[config.mk]
export PLATFORM = sky130hd
export DESIGN_NAME = dm_sba_ahb_master_flat
export DESIGN_NICKNAME = d
export VERILOG_FILES = /design/src/rtl/dm_sba_ahb_master_if.sv /design/src/rtl/dm_sba_ahb_master.sv /design/src/flat_wrapper.sv
export SDC_FILE = /design/constraint.sdc
export NUM_CORES = 1
export LEC_CHECK = 0
export ABC_AREA = 1
export BUFFER_PORTS_ARGS = -buffer_cell sky130_fd_sc_hd__buf_2
export CORE_UTILIZATION = 48
export DETAILED_ROUTE_END_ITERATION = 10
export GPL_TIMING_DRIVEN = 0
export HOLD_SLACK_MARGIN = 0.05
export PLACE_DENSITY = 0.79
export SYNTH_ARGS = -nofsm -noshare
export SYNTH_HDL_FRONTEND = slang
export SYNTH_SLANG_ARGS = --single-unit
[constraint.sdc]
create_clock -name HCLK -period 2 [get_ports HCLK]
set_clock_uncertainty 0.2 [all_clocks]
set_input_delay 0.2 -clock HCLK [delete_from_list [all_inputs] [get_ports HCLK]]
set_output_delay 0.2 -clock HCLK [all_outputs]
set_load 0.1 [all_outputs]
[src/rtl/dm_sba_ahb_master_if.sv]
// Bundles the debug-module system-bus-access request channel and the AHB-Lite
// master port; "master" is the bridge's view, "slave" the requester/fabric view.
interface dm_sba_ahb_master_if #(
    parameter int HADDR_SIZE = 32,
    parameter int HDATA_SIZE = 32
);
    logic                  sba_req_i;
    logic [HADDR_SIZE-1:0] sba_addr_i;
    logic                  sba_we_i;
    logic [3:0]            sba_be_i;
    logic [HDATA_SIZE-1:0] sba_wdata_i;
    logic                  sba_gnt_o;
    logic                  sba_rvalid_o;
    logic [HDATA_SIZE-1:0] sba_rdata_o;
    logic                  sba_err_o;

    logic [HADDR_SIZE-1:0] HADDR;
    logic [HDATA_SIZE-1:0] HWDATA;
    logic                  HWRITE;
    logic [2:0]            HSIZE;
    logic [2:0]            HBURST;
    logic [3:0]            HPROT;
    logic [1:0]            HTRANS;
    logic                  HMASTLOCK;
    logic [HDATA_SIZE-1:0] HRDATA;
    logic                  HREADY;
    logic                  HRESP;

    modport master (
        input  sba_req_i, sba_addr_i, sba_we_i, sba_be_i, sba_wdata_i,
        output sba_gnt_o, sba_rvalid_o, sba_rdata_o, sba_err_o,
        output HADDR, HWDATA, HWRITE, HSIZE, HBURST, HPROT, HTRANS, HMASTLOCK,
        input  HRDATA, HREADY, HRESP
    );

    modport slave (
        output sba_req_i, sba_addr_i, sba_we_i, sba_be_i, sba_wdata_i,
        input  sba_gnt_o, sba_rvalid_o, sba_rdata_o, sba_err_o,
        input  HADDR, HWDATA, HWRITE, HSIZE, HBURST, HPROT, HTRANS, HMASTLOCK,
        output HRDATA, HREADY, HRESP
    );
endinterface

[src/rtl/dm_sba_ahb_master.sv]
// Debug-module system-bus-access to AHB-Lite bridge: single non-pipelined
// transfers, one outstanding access, byte enables mapped onto HSIZE/HADDR[1:0].
module dm_sba_ahb_master #(
    parameter int         HADDR_SIZE = 32,
    parameter int         HDATA_SIZE = 32,
    parameter logic [3:0] HPROT_VAL  = 4'b0011
) (
    input  logic                 HCLK,
    input  logic                 HRESET,
    dm_sba_ahb_master_if.master  bus
);

    typedef enum logic [1:0] {
        ST_IDLE  = 2'd0,
        ST_ADDR  = 2'd1,
        ST_DATA  = 2'd2,
        ST_BADBE = 2'd3
    } state_t;

    localparam logic [1:0] HTRANS_IDLE   = 2'b00;
    localparam logic [1:0] HTRANS_NONSEQ = 2'b10;

    // Returns {valid, hsize[2:0], offset[1:0]} for a byte-enable pattern.
    function automatic logic [5:0] be_decode(input logic [3:0] be);
        logic [5:0] res;
        case (be)
            4'b1111: res = {1'b1, 3'd2, 2'd0};
            4'b0011: res = {1'b1, 3'd1, 2'd0};
            4'b1100: res = {1'b1, 3'd1, 2'd2};
            4'b0001: res = {1'b1, 3'd0, 2'd0};
            4'b0010: res = {1'b1, 3'd0, 2'd1};
            4'b0100: res = {1'b1, 3'd0, 2'd2};
            4'b1000: res = {1'b1, 3'd0, 2'd3};
            default: res = {1'b0, 3'd0, 2'd0};
        endcase
        return res;
    endfunction

    state_t                r_state;
    logic [1:0]            r_htrans;
    logic [HADDR_SIZE-1:0] r_haddr;
    logic [HDATA_SIZE-1:0] r_hwdata;
    logic [HDATA_SIZE-1:0] r_wdata;
    logic                  r_hwrite;
    logic [2:0]            r_hsize;
    logic                  r_rvalid;
    logic                  r_err;
    logic [HDATA_SIZE-1:0] r_rdata;

    logic                  w_gnt;
    logic [5:0]            w_dec;
    logic                  w_be_ok;
    logic [2:0]            w_size;
    logic [1:0]            w_off;
    logic                  w_unused_addr_lsb;

    assign w_gnt   = bus.sba_req_i && (r_state == ST_IDLE);
    assign w_dec   = be_decode(bus.sba_be_i);
    assign w_be_ok = w_dec[5];
    assign w_size  = w_dec[4:2];
    assign w_off   = w_dec[1:0];
    // Requester address is word aligned; the low bits come from the byte enables.
    assign w_unused_addr_lsb = ^bus.sba_addr_i[1:0];

    // Request acceptance, address/data phase sequencing and response capture.
    always_ff @(posedge HCLK) begin
        if (HRESET) begin
            r_state  <= ST_IDLE;
            r_htrans <= HTRANS_IDLE;
            r_haddr  <= {HADDR_SIZE{1'b0}};
            r_hwdata <= {HDATA_SIZE{1'b0}};
            r_wdata  <= {HDATA_SIZE{1'b0}};
            r_hwrite <= 1'b0;
            r_hsize  <= 3'd0;
            r_rvalid <= 1'b0;
            r_err    <= 1'b0;
            r_rdata  <= {HDATA_SIZE{1'b0}};
        end else begin
            r_rvalid <= 1'b0;
            case (r_state)
                ST_IDLE: begin
                    if (w_gnt) begin
                        if (w_be_ok) begin
                            r_state  <= ST_ADDR;
                            r_htrans <= HTRANS_NONSEQ;
                            r_haddr  <= {bus.sba_addr_i[HADDR_SIZE-1:2], w_off};
                            r_hwrite <= bus.sba_we_i;
                            r_hsize  <= w_size;
                            r_wdata  <= bus.sba_wdata_i;
                        end else begin
                            // Illegal lane pattern: answer with an error, never touch the bus.
                            r_state  <= ST_BADBE;
                            r_rvalid <= 1'b1;
                            r_err    <= 1'b1;
                            r_rdata  <= {HDATA_SIZE{1'b0}};
                        end
                    end
                end
                ST_ADDR: begin
                    if (bus.HREADY) begin
                        r_state  <= ST_DATA;
                        r_htrans <= HTRANS_IDLE;
                        if (r_hwrite) begin
                            r_hwdata <= r_wdata;
                        end
                    end
                end
                ST_DATA: begin
                    if (bus.HREADY) begin
                        r_state  <= ST_IDLE;
                        r_rvalid <= 1'b1;
                        if (bus.HRESP) begin
                            r_err   <= 1'b1;
                            r_rdata <= {HDATA_SIZE{1'b0}};
                        end else begin
                            r_err <= 1'b0;
                            if (!r_hwrite) begin
                                r_rdata <= bus.HRDATA;
                            end
                        end
                    end
                end
                ST_BADBE: begin
                    r_state <= ST_IDLE;
                end
                default: begin
                    r_state  <= ST_IDLE;
                    r_htrans <= HTRANS_IDLE;
                end
            endcase
        end
    end

    assign bus.sba_gnt_o    = w_gnt;
    assign bus.sba_rvalid_o = r_rvalid;
    assign bus.sba_err_o    = r_err;
    assign bus.sba_rdata_o  = r_rdata;

    assign bus.HTRANS    = r_htrans;
    assign bus.HADDR     = r_haddr;
    assign bus.HWDATA    = r_hwdata;
    assign bus.HWRITE    = r_hwrite;
    assign bus.HSIZE     = r_hsize;
    assign bus.HBURST    = 3'b000;
    assign bus.HPROT     = HPROT_VAL;
    assign bus.HMASTLOCK = 1'b0;

endmodule

[src/flat_wrapper.sv]
// flat-port wrapper written by rule: the top's interface ports become plain ports
module dm_sba_ahb_master_flat 
#(
    parameter int         HADDR_SIZE = 32,
    parameter int         HDATA_SIZE = 32,
    parameter logic [3:0] HPROT_VAL  = 4'b0011
)
  (HCLK, HRESET, bus_sba_req_i, bus_sba_addr_i, bus_sba_we_i, bus_sba_be_i, bus_sba_wdata_i, bus_sba_gnt_o, bus_sba_rvalid_o, bus_sba_rdata_o, bus_sba_err_o, bus_HADDR, bus_HWDATA, bus_HWRITE, bus_HSIZE, bus_HBURST, bus_HPROT, bus_HTRANS, bus_HMASTLOCK, bus_HRDATA, bus_HREADY, bus_HRESP);
  dm_sba_ahb_master_if #(.HADDR_SIZE(HADDR_SIZE), .HDATA_SIZE(HDATA_SIZE)) bus_i ();
  input  logic HCLK;
  input  logic HRESET;
  input wire logic [$bits(bus_i.sba_req_i)-1:0] bus_sba_req_i;
  input wire logic [$bits(bus_i.sba_addr_i)-1:0] bus_sba_addr_i;
  input wire logic [$bits(bus_i.sba_we_i)-1:0] bus_sba_we_i;
  input wire logic [$bits(bus_i.sba_be_i)-1:0] bus_sba_be_i;
  input wire logic [$bits(bus_i.sba_wdata_i)-1:0] bus_sba_wdata_i;
  output wire logic [$bits(bus_i.sba_gnt_o)-1:0] bus_sba_gnt_o;
  output wire logic [$bits(bus_i.sba_rvalid_o)-1:0] bus_sba_rvalid_o;
  output wire logic [$bits(bus_i.sba_rdata_o)-1:0] bus_sba_rdata_o;
  output wire logic [$bits(bus_i.sba_err_o)-1:0] bus_sba_err_o;
  output wire logic [$bits(bus_i.HADDR)-1:0] bus_HADDR;
  output wire logic [$bits(bus_i.HWDATA)-1:0] bus_HWDATA;
  output wire logic [$bits(bus_i.HWRITE)-1:0] bus_HWRITE;
  output wire logic [$bits(bus_i.HSIZE)-1:0] bus_HSIZE;
  output wire logic [$bits(bus_i.HBURST)-1:0] bus_HBURST;
  output wire logic [$bits(bus_i.HPROT)-1:0] bus_HPROT;
  output wire logic [$bits(bus_i.HTRANS)-1:0] bus_HTRANS;
  output wire logic [$bits(bus_i.HMASTLOCK)-1:0] bus_HMASTLOCK;
  input wire logic [$bits(bus_i.HRDATA)-1:0] bus_HRDATA;
  input wire logic [$bits(bus_i.HREADY)-1:0] bus_HREADY;
  input wire logic [$bits(bus_i.HRESP)-1:0] bus_HRESP;
  assign bus_i.sba_req_i = bus_sba_req_i;
  assign bus_i.sba_addr_i = bus_sba_addr_i;
  assign bus_i.sba_we_i = bus_sba_we_i;
  assign bus_i.sba_be_i = bus_sba_be_i;
  assign bus_i.sba_wdata_i = bus_sba_wdata_i;
  assign bus_sba_gnt_o = bus_i.sba_gnt_o;
  assign bus_sba_rvalid_o = bus_i.sba_rvalid_o;
  assign bus_sba_rdata_o = bus_i.sba_rdata_o;
  assign bus_sba_err_o = bus_i.sba_err_o;
  assign bus_HADDR = bus_i.HADDR;
  assign bus_HWDATA = bus_i.HWDATA;
  assign bus_HWRITE = bus_i.HWRITE;
  assign bus_HSIZE = bus_i.HSIZE;
  assign bus_HBURST = bus_i.HBURST;
  assign bus_HPROT = bus_i.HPROT;
  assign bus_HTRANS = bus_i.HTRANS;
  assign bus_HMASTLOCK = bus_i.HMASTLOCK;
  assign bus_i.HRDATA = bus_HRDATA;
  assign bus_i.HREADY = bus_HREADY;
  assign bus_i.HRESP = bus_HRESP;
  dm_sba_ahb_master #(.HADDR_SIZE(HADDR_SIZE), .HDATA_SIZE(HDATA_SIZE), .HPROT_VAL(HPROT_VAL)) u_core (.HCLK(HCLK), .HRESET(HRESET), .bus(bus_i));
endmodule
# ---- Word-level counts from Yosys, hierarchy flattened
# Index checks and enable logic that the tools add are counted.
dict set report totals {
  register_bits 138
  input_bits 106
  out_inout_bits 113
  word_cells 60
}
dict set report op_classes {
  n_eq_ne 16
  n_mux 24
  n_reduce_logical 10
}
# cell count
set ops {}
lappend ops {{$mux W32} 5}
lappend ops {{$pmux W32 S2} 1}
lappend ops {{$pmux W6 S7} 1}
lappend ops {{$eq A4 B4 Y1 const B} 3}
lappend ops {{$mux W2} 6}
lappend ops {{$reduce_and A3 Y1} 3}
lappend ops {{$eq A4 B2 Y1 const B} 2}
lappend ops {{$ne A2 B2 Y1 const B} 4}
lappend ops {{$pmux W2 S4} 1}
lappend ops {{$reduce_and A4 Y1} 2}
lappend ops {{$mux W1} 7}
lappend ops {{$reduce_and A5 Y1} 1}
lappend ops {{$eq A2 B2 Y1 const B} 2}
lappend ops {{$eq A4 B1 Y1 const B} 1}
lappend ops {{$eq A4 B3 Y1 const B} 1}
lappend ops {{$pmux W1 S2} 2}
lappend ops {{$pmux W2 S2} 1}
lappend ops {{$reduce_bool A2 Y1} 2}
lappend ops {{$ne A3 B3 Y1 const B} 1}
lappend ops {{$eq A2 B1 Y1 const B} 1}
lappend ops {{$logic_not A2 Y1} 1}
lappend ops {{$ne A2 B1 Y1 const B} 1}
lappend ops {{$logic_and A1 B1 Y1} 1}

# ---- Logic depth before layout (Yosys ltp)
dict set report logic_depth {
  depth_word 5
  depth_mapped 10
  mapped_depth_nobuf 9
}

# ---- Least setup slack after synthesis
# No wires, ideal clock.
dict set report synth_path {
  path_kind {reg2reg}
  start {reg u_core.r_hwrite, in the netlist u_core.bus.HWRITE}
  end {reg u_core.r_rdata[10], in the netlist u_core.bus.sba_rdata_o[10]}
  arrival_time_ps 1892
  t_required_ps 1736
  slack_ps -156
  stages_incl_launch_ff 9
  n_path_buf 2
  synth_period_minus_slack_ps 2156
  path_cell_list {dfxtp_1 > clkbuf_1 > inv_1 > nor2_1 > nor2_2 > nand3_4 > buf_2 > nor2_1 > nor2_1}
}
dict set report synth_between {
  elab_chain_len 2
}
# item line
set synth_lines {}
lappend synth_lines {{start, declared} dm_sba_ahb_master.sv:44} ;# logic r_hwrite;
lappend synth_lines {{start signal, assigned} dm_sba_ahb_master.sv:87} ;# r_hwrite <= bus.sba_we_i;
lappend synth_lines {{$ne A3 B3 Y1 (no line)} n/a}
lappend synth_lines {{$reduce_and A5 Y1 (no line)} n/a}
lappend synth_lines {{end signal, assigned} dm_sba_ahb_master.sv:77} ;# r_rdata <= {HDATA_SIZE{1'b0}};
lappend synth_lines {{end signal, assigned} dm_sba_ahb_master.sv:95} ;# r_rdata <= {HDATA_SIZE{1'b0}};
lappend synth_lines {{end signal, assigned} dm_sba_ahb_master.sv:114} ;# r_rdata <= {HDATA_SIZE{1'b0}};
lappend synth_lines {{end, declared} dm_sba_ahb_master.sv:48} ;# logic [HDATA_SIZE-1:0] r_rdata;
# No other way between the ends.
# A chain may end at the register's enable or synchronous reset.

# ---- Worst setup path in the final report
dict set report layout_path {
  start {in bus_sba_be_i[2]}
  end {reg u_core.r_wdata[3]}
}
dict set report layout_between {
  elab_chain_len 3
  elab_cells_between_ends 9
}
# item line
set layout_lines {}
lappend layout_lines {{start, declared} flat_wrapper.sv:15} ;# input wire logic [$bits(bus_i.sba_be_i)-1:0] bus_sba_be_i;
lappend layout_lines {{$eq A4 B4 Y1 (tied with other cells)} dm_sba_ahb_master.sv:26} ;# case (be)
lappend layout_lines {{$pmux W6 S7 (*)} dm_sba_ahb_master.sv:26}
lappend layout_lines {{$reduce_and A3 Y1 (no line) (*)} n/a}
lappend layout_lines {{end signal, assigned} dm_sba_ahb_master.sv:72} ;# r_wdata <= {HDATA_SIZE{1'b0}};
lappend layout_lines {{end signal, assigned} dm_sba_ahb_master.sv:89} ;# r_wdata <= bus.sba_wdata_i;
lappend layout_lines {{end, declared} dm_sba_ahb_master.sv:43} ;# logic [HDATA_SIZE-1:0] r_wdata;
# Every way passes the cells marked *; elsewhere a longest branch is shown, timed or not.

==> impl_summary.log <==
[metrics] run status: complete, no violations
[metrics] highest clock rate: 518 MHz
[metrics] antenna diode count: 0
[metrics] slew at the pin with the worst max-slew slack: 529 ps
[metrics] clock transition time at the flip-flop clock pins of the worst setup and hold paths: 60 ps
[metrics] number of antenna violations at the first check in global routing: 0
[metrics] Post-Syn Instances: ~770
[metrics] setup-violating endpoint count in the final report: 0
[metrics] minimum period implied by the final worst setup slack: 1930 ps
[metrics] level count of the clock H-tree: 4
[metrics] cell at the root of the clock tree: sky130_fd_sc_hd__clkbuf_16
[metrics] Nets: 1213
[metrics] switching power of the nets: 2.98 mW
[metrics] Fin. Hold Viols: 0
[metrics] Inserted Clock Buffers: 17
[metrics] maximum fanout count along the critical path: 10
[metrics] sequential element share of the synthesized area: between 40% and 50%
[metrics] total detailed-routing wirelength: 17300 um
[metrics] Clock Latency Late Sink: 410 ps
[metrics] Ys Warns: 0
[metrics] maximum capacitance violations: 0
[metrics] maximum count of clock buffers along a single path: 2
[metrics] critical path data arrival time: 2060 ps
[metrics] required arrival time at the worst endpoint: ~2100 ps
[metrics] via count: approximately 6200
[metrics] Slew Viols, Final: 0
[metrics] PnR worst setup slack: 67.8 ps
[metrics] clock sink total: around 140
[metrics] unrepaired setup endpoints after global routing: yes
[metrics] Total Neg Setup Slack: 0 ps
[metrics] Syn-to-layout area delta: 54.1%
[metrics] Sw Ratio: 34.5%
[metrics] die height: 109 um
[metrics] wire length of the first global-routing pass: between 20000 and 30000 um
[metrics] via/cell ratio: 4.92
[metrics] largest net degree at the start of global routing: 17
[metrics] Starting Density: about half
[metrics] leakage dissipation: around 4 nW
[metrics] crit path capture type: flip-flop
[metrics] sequential power share: 34.5%
[metrics] share of layout cells above drive strength 1: 25.2%
[metrics] per-cell routed wire length: 13.7 um
[metrics] number of nets still failing antenna checks after routing: 0
[metrics] post-route standard cell area excluding fillers: 8400 um2
[metrics] Combinational Power Share: 26.7%
[metrics] most common library cell in the layout ignoring fill and taps: sky130_fd_sc_hd__nand2_1
[metrics] vias in the first global route: ~6000
[metrics] share of async-settable or async-resettable flops after synthesis: 0%
[metrics] mean instance size in the synthesized netlist: 7.10 um2
[metrics] global-route total usage across every layer: 30.0%
[metrics] worst slew margin relative to its limit: 65.0%
[metrics] DR iter-0 viols: 391
[metrics] Core Rows: 38
[metrics] TritonCTS clock tree: built
[metrics] DPL Wire Length: 10300 um
[metrics] register-to-register setup slack: ~180 ps
[metrics] nature of the critical path startpoint: input pin
[metrics] most frequent cells in the layout: sky130_fd_sc_hd__nand2_1 (247), sky130_fd_sc_hd__buf_2 (221), sky130_fd_sc_hd__dfxtp_1 (135)
[metrics] Clk pwr share: slightly below 40%
[metrics] Post-synth EDFFs: 0
[metrics] post-synthesis register bit count: around 140
[metrics] path type of the worst setup path: in -> reg
[metrics] type of the most critical hold path: in -> reg
[metrics] number of placed I/O pins: between 200 and 250
[metrics] library cells used by synthesis: 24
[metrics] worst voltage drop across the vdd grid: 0.662 mV
[metrics] total cell area at the placement stage: 6690 um2
[metrics] prevailing post-synth register cell: sky130_fd_sc_hd__dfxtp_1
[metrics] overflow left after global routing: 0
[metrics] die area: about 12000 um2
[metrics] Placer Congestion: between 0.8 and 0.9
[metrics] Port Buffers: 206
[metrics] internal power: 5.65 mW
[metrics] Die Span X: 109 um
[metrics] final critical-path share of the clock period: 96.6%
[metrics] pre-CTS setup slack: slightly above 50 ps
[metrics] DRC violations left: 0
[metrics] Post-Syn Area: around 5500 um2
[metrics] core region area: between 10000 and 15000 um2
[metrics] number of detailed-routing iterations run before antenna repair: 5
[metrics] Cell Pwr Density: 1030 nW/um2
## timing repair
action	4_1_cts	5_1_grt
endpoints found under the hold margin	101	0
gates resized for setup	0	5
setup endpoints to repair	0	91
hold buffers	106	0
setup buffers	0	0
## registers in the layout, summed over array words and instances, names as in the netlist
name,flops
u_core.r_state,2
u_core.r_wdata,32
u_core.bus.sba_rvalid_o,1
u_core.bus.HADDR,32
u_core.bus.HSIZE,2
u_core.bus.HWRITE,1
u_core.bus.sba_rdata_o,32
u_core.bus.HTRANS,1
u_core.bus.HWDATA,32
u_core.bus.sba_err_o,1
## layout make-up
type                            count  area [um2]
Tap cell                          140         175
Multi-Input combinational cell    504        2160
Buffer                             58         320
Clock inverter                     13         203
Sequential cell                   136        2720
Timing Repair Buffer              312        2090
Clock buffer                       19         433
Inverter                           78         298
Fill cell                         768        2530
## synth_stat cells, types with 2 or more instances
master / count / area (um2)
sky130_fd_sc_hd__nand3_2: 2 / 20.0
sky130_fd_sc_hd__nand4_1: 11 / 68.8
sky130_fd_sc_hd__buf_4: 16 / 120
sky130_fd_sc_hd__buf_2: 16 / 80.1
sky130_fd_sc_hd__nand3_1: 36 / 180
sky130_fd_sc_hd__clkbuf_1: 22 / 82.6
sky130_fd_sc_hd__conb_1: 2 / 7.51
sky130_fd_sc_hd__nand2_1: 247 / 927
sky130_fd_sc_hd__inv_1: 74 / 278
sky130_fd_sc_hd__buf_6: 3 / 33.8
sky130_fd_sc_hd__o21ai_0: 2 / 10.0
sky130_fd_sc_hd__nor2_2: 2 / 12.5
sky130_fd_sc_hd__dfxtp_1: 136 / 2720
sky130_fd_sc_hd__inv_2: 3 / 11.3
sky130_fd_sc_hd__nor2_1: 86 / 323
sky130_fd_sc_hd__a21oi_1: 102 / 510
## worst paths after layout
| path | startpoint | endpoint | depth (start not counted) |
|---|---|---|---|
| max reg2reg | u_core.r_state[0] | u_core.bus.sba_rdata_o[9] | 8 |
| max | bus_sba_be_i[2] | u_core.r_wdata[3] | 11 |
| min reg2reg | u_core.bus.HWDATA[7] | u_core.bus.HWDATA[7] | 2 |
| min | bus_HRESP | u_core.bus.sba_rdata_o[20] | 5 |
## cell families after synthesis
| family | after synthesis | synth area share (%) |
|---|---|---|
| buf+inv | 136 | 11.2 |
| compound gates | 106 | 9.80 |
| simple gates | 388 | 28.9 |
| other cells | 2 | 0.138 |
| flops | 136 | 49.9 |
## power by group through the flow
stage	Sequential (mW)	Combinational, mW	Clock, mW
CTS	2.97	2.26	3.38
floorplan	4.01	0.713	0
finish	2.98	2.30	3.35
global route	2.99	2.45	3.51
detailed placement	3.03	2.09	0
global placement	3.02	2.07	0
## metrics by stage
stage          power, mW  hold WS [ps]  util (%)  instances
3_3_place_gp        5.09           247      61.2       1122
2_1_floorplan       4.72           143         -        776
5_1_grt             8.95           119      76.8       1260
6_report            8.63          75.4      76.8       1260
4_1_cts             8.61          63.3      76.7       1260
3_5_place_dp        5.11           252      61.2       1122
## metal layers
layer  vias to the layer above  GRT usage [%]  share of wire, %  wire, um
met3                        78           9.10               8.5      1480
met5                         -              0                 0         0
met4                         0           17.7               4.6       794
met2                       309           53.3                48      8350
met1                      2761           31.0                39      6680
li1                       3055              -                 -         -
## critical path, cell delays in order
cell	delay, ps
sky130_fd_sc_hd__buf_2	100
sky130_fd_sc_hd__dlygate4sd3_1	560
sky130_fd_sc_hd__nand2_1	90
sky130_fd_sc_hd__inv_1	70
sky130_fd_sc_hd__nand2_1	80
sky130_fd_sc_hd__nand2_1	170
sky130_fd_sc_hd__nand3_4	180
sky130_fd_sc_hd__inv_6	150
sky130_fd_sc_hd__buf_4	190
sky130_fd_sc_hd__nand2_1	80
sky130_fd_sc_hd__a21oi_1	180
No activity file was read; power rests on OpenSTA's default activity.
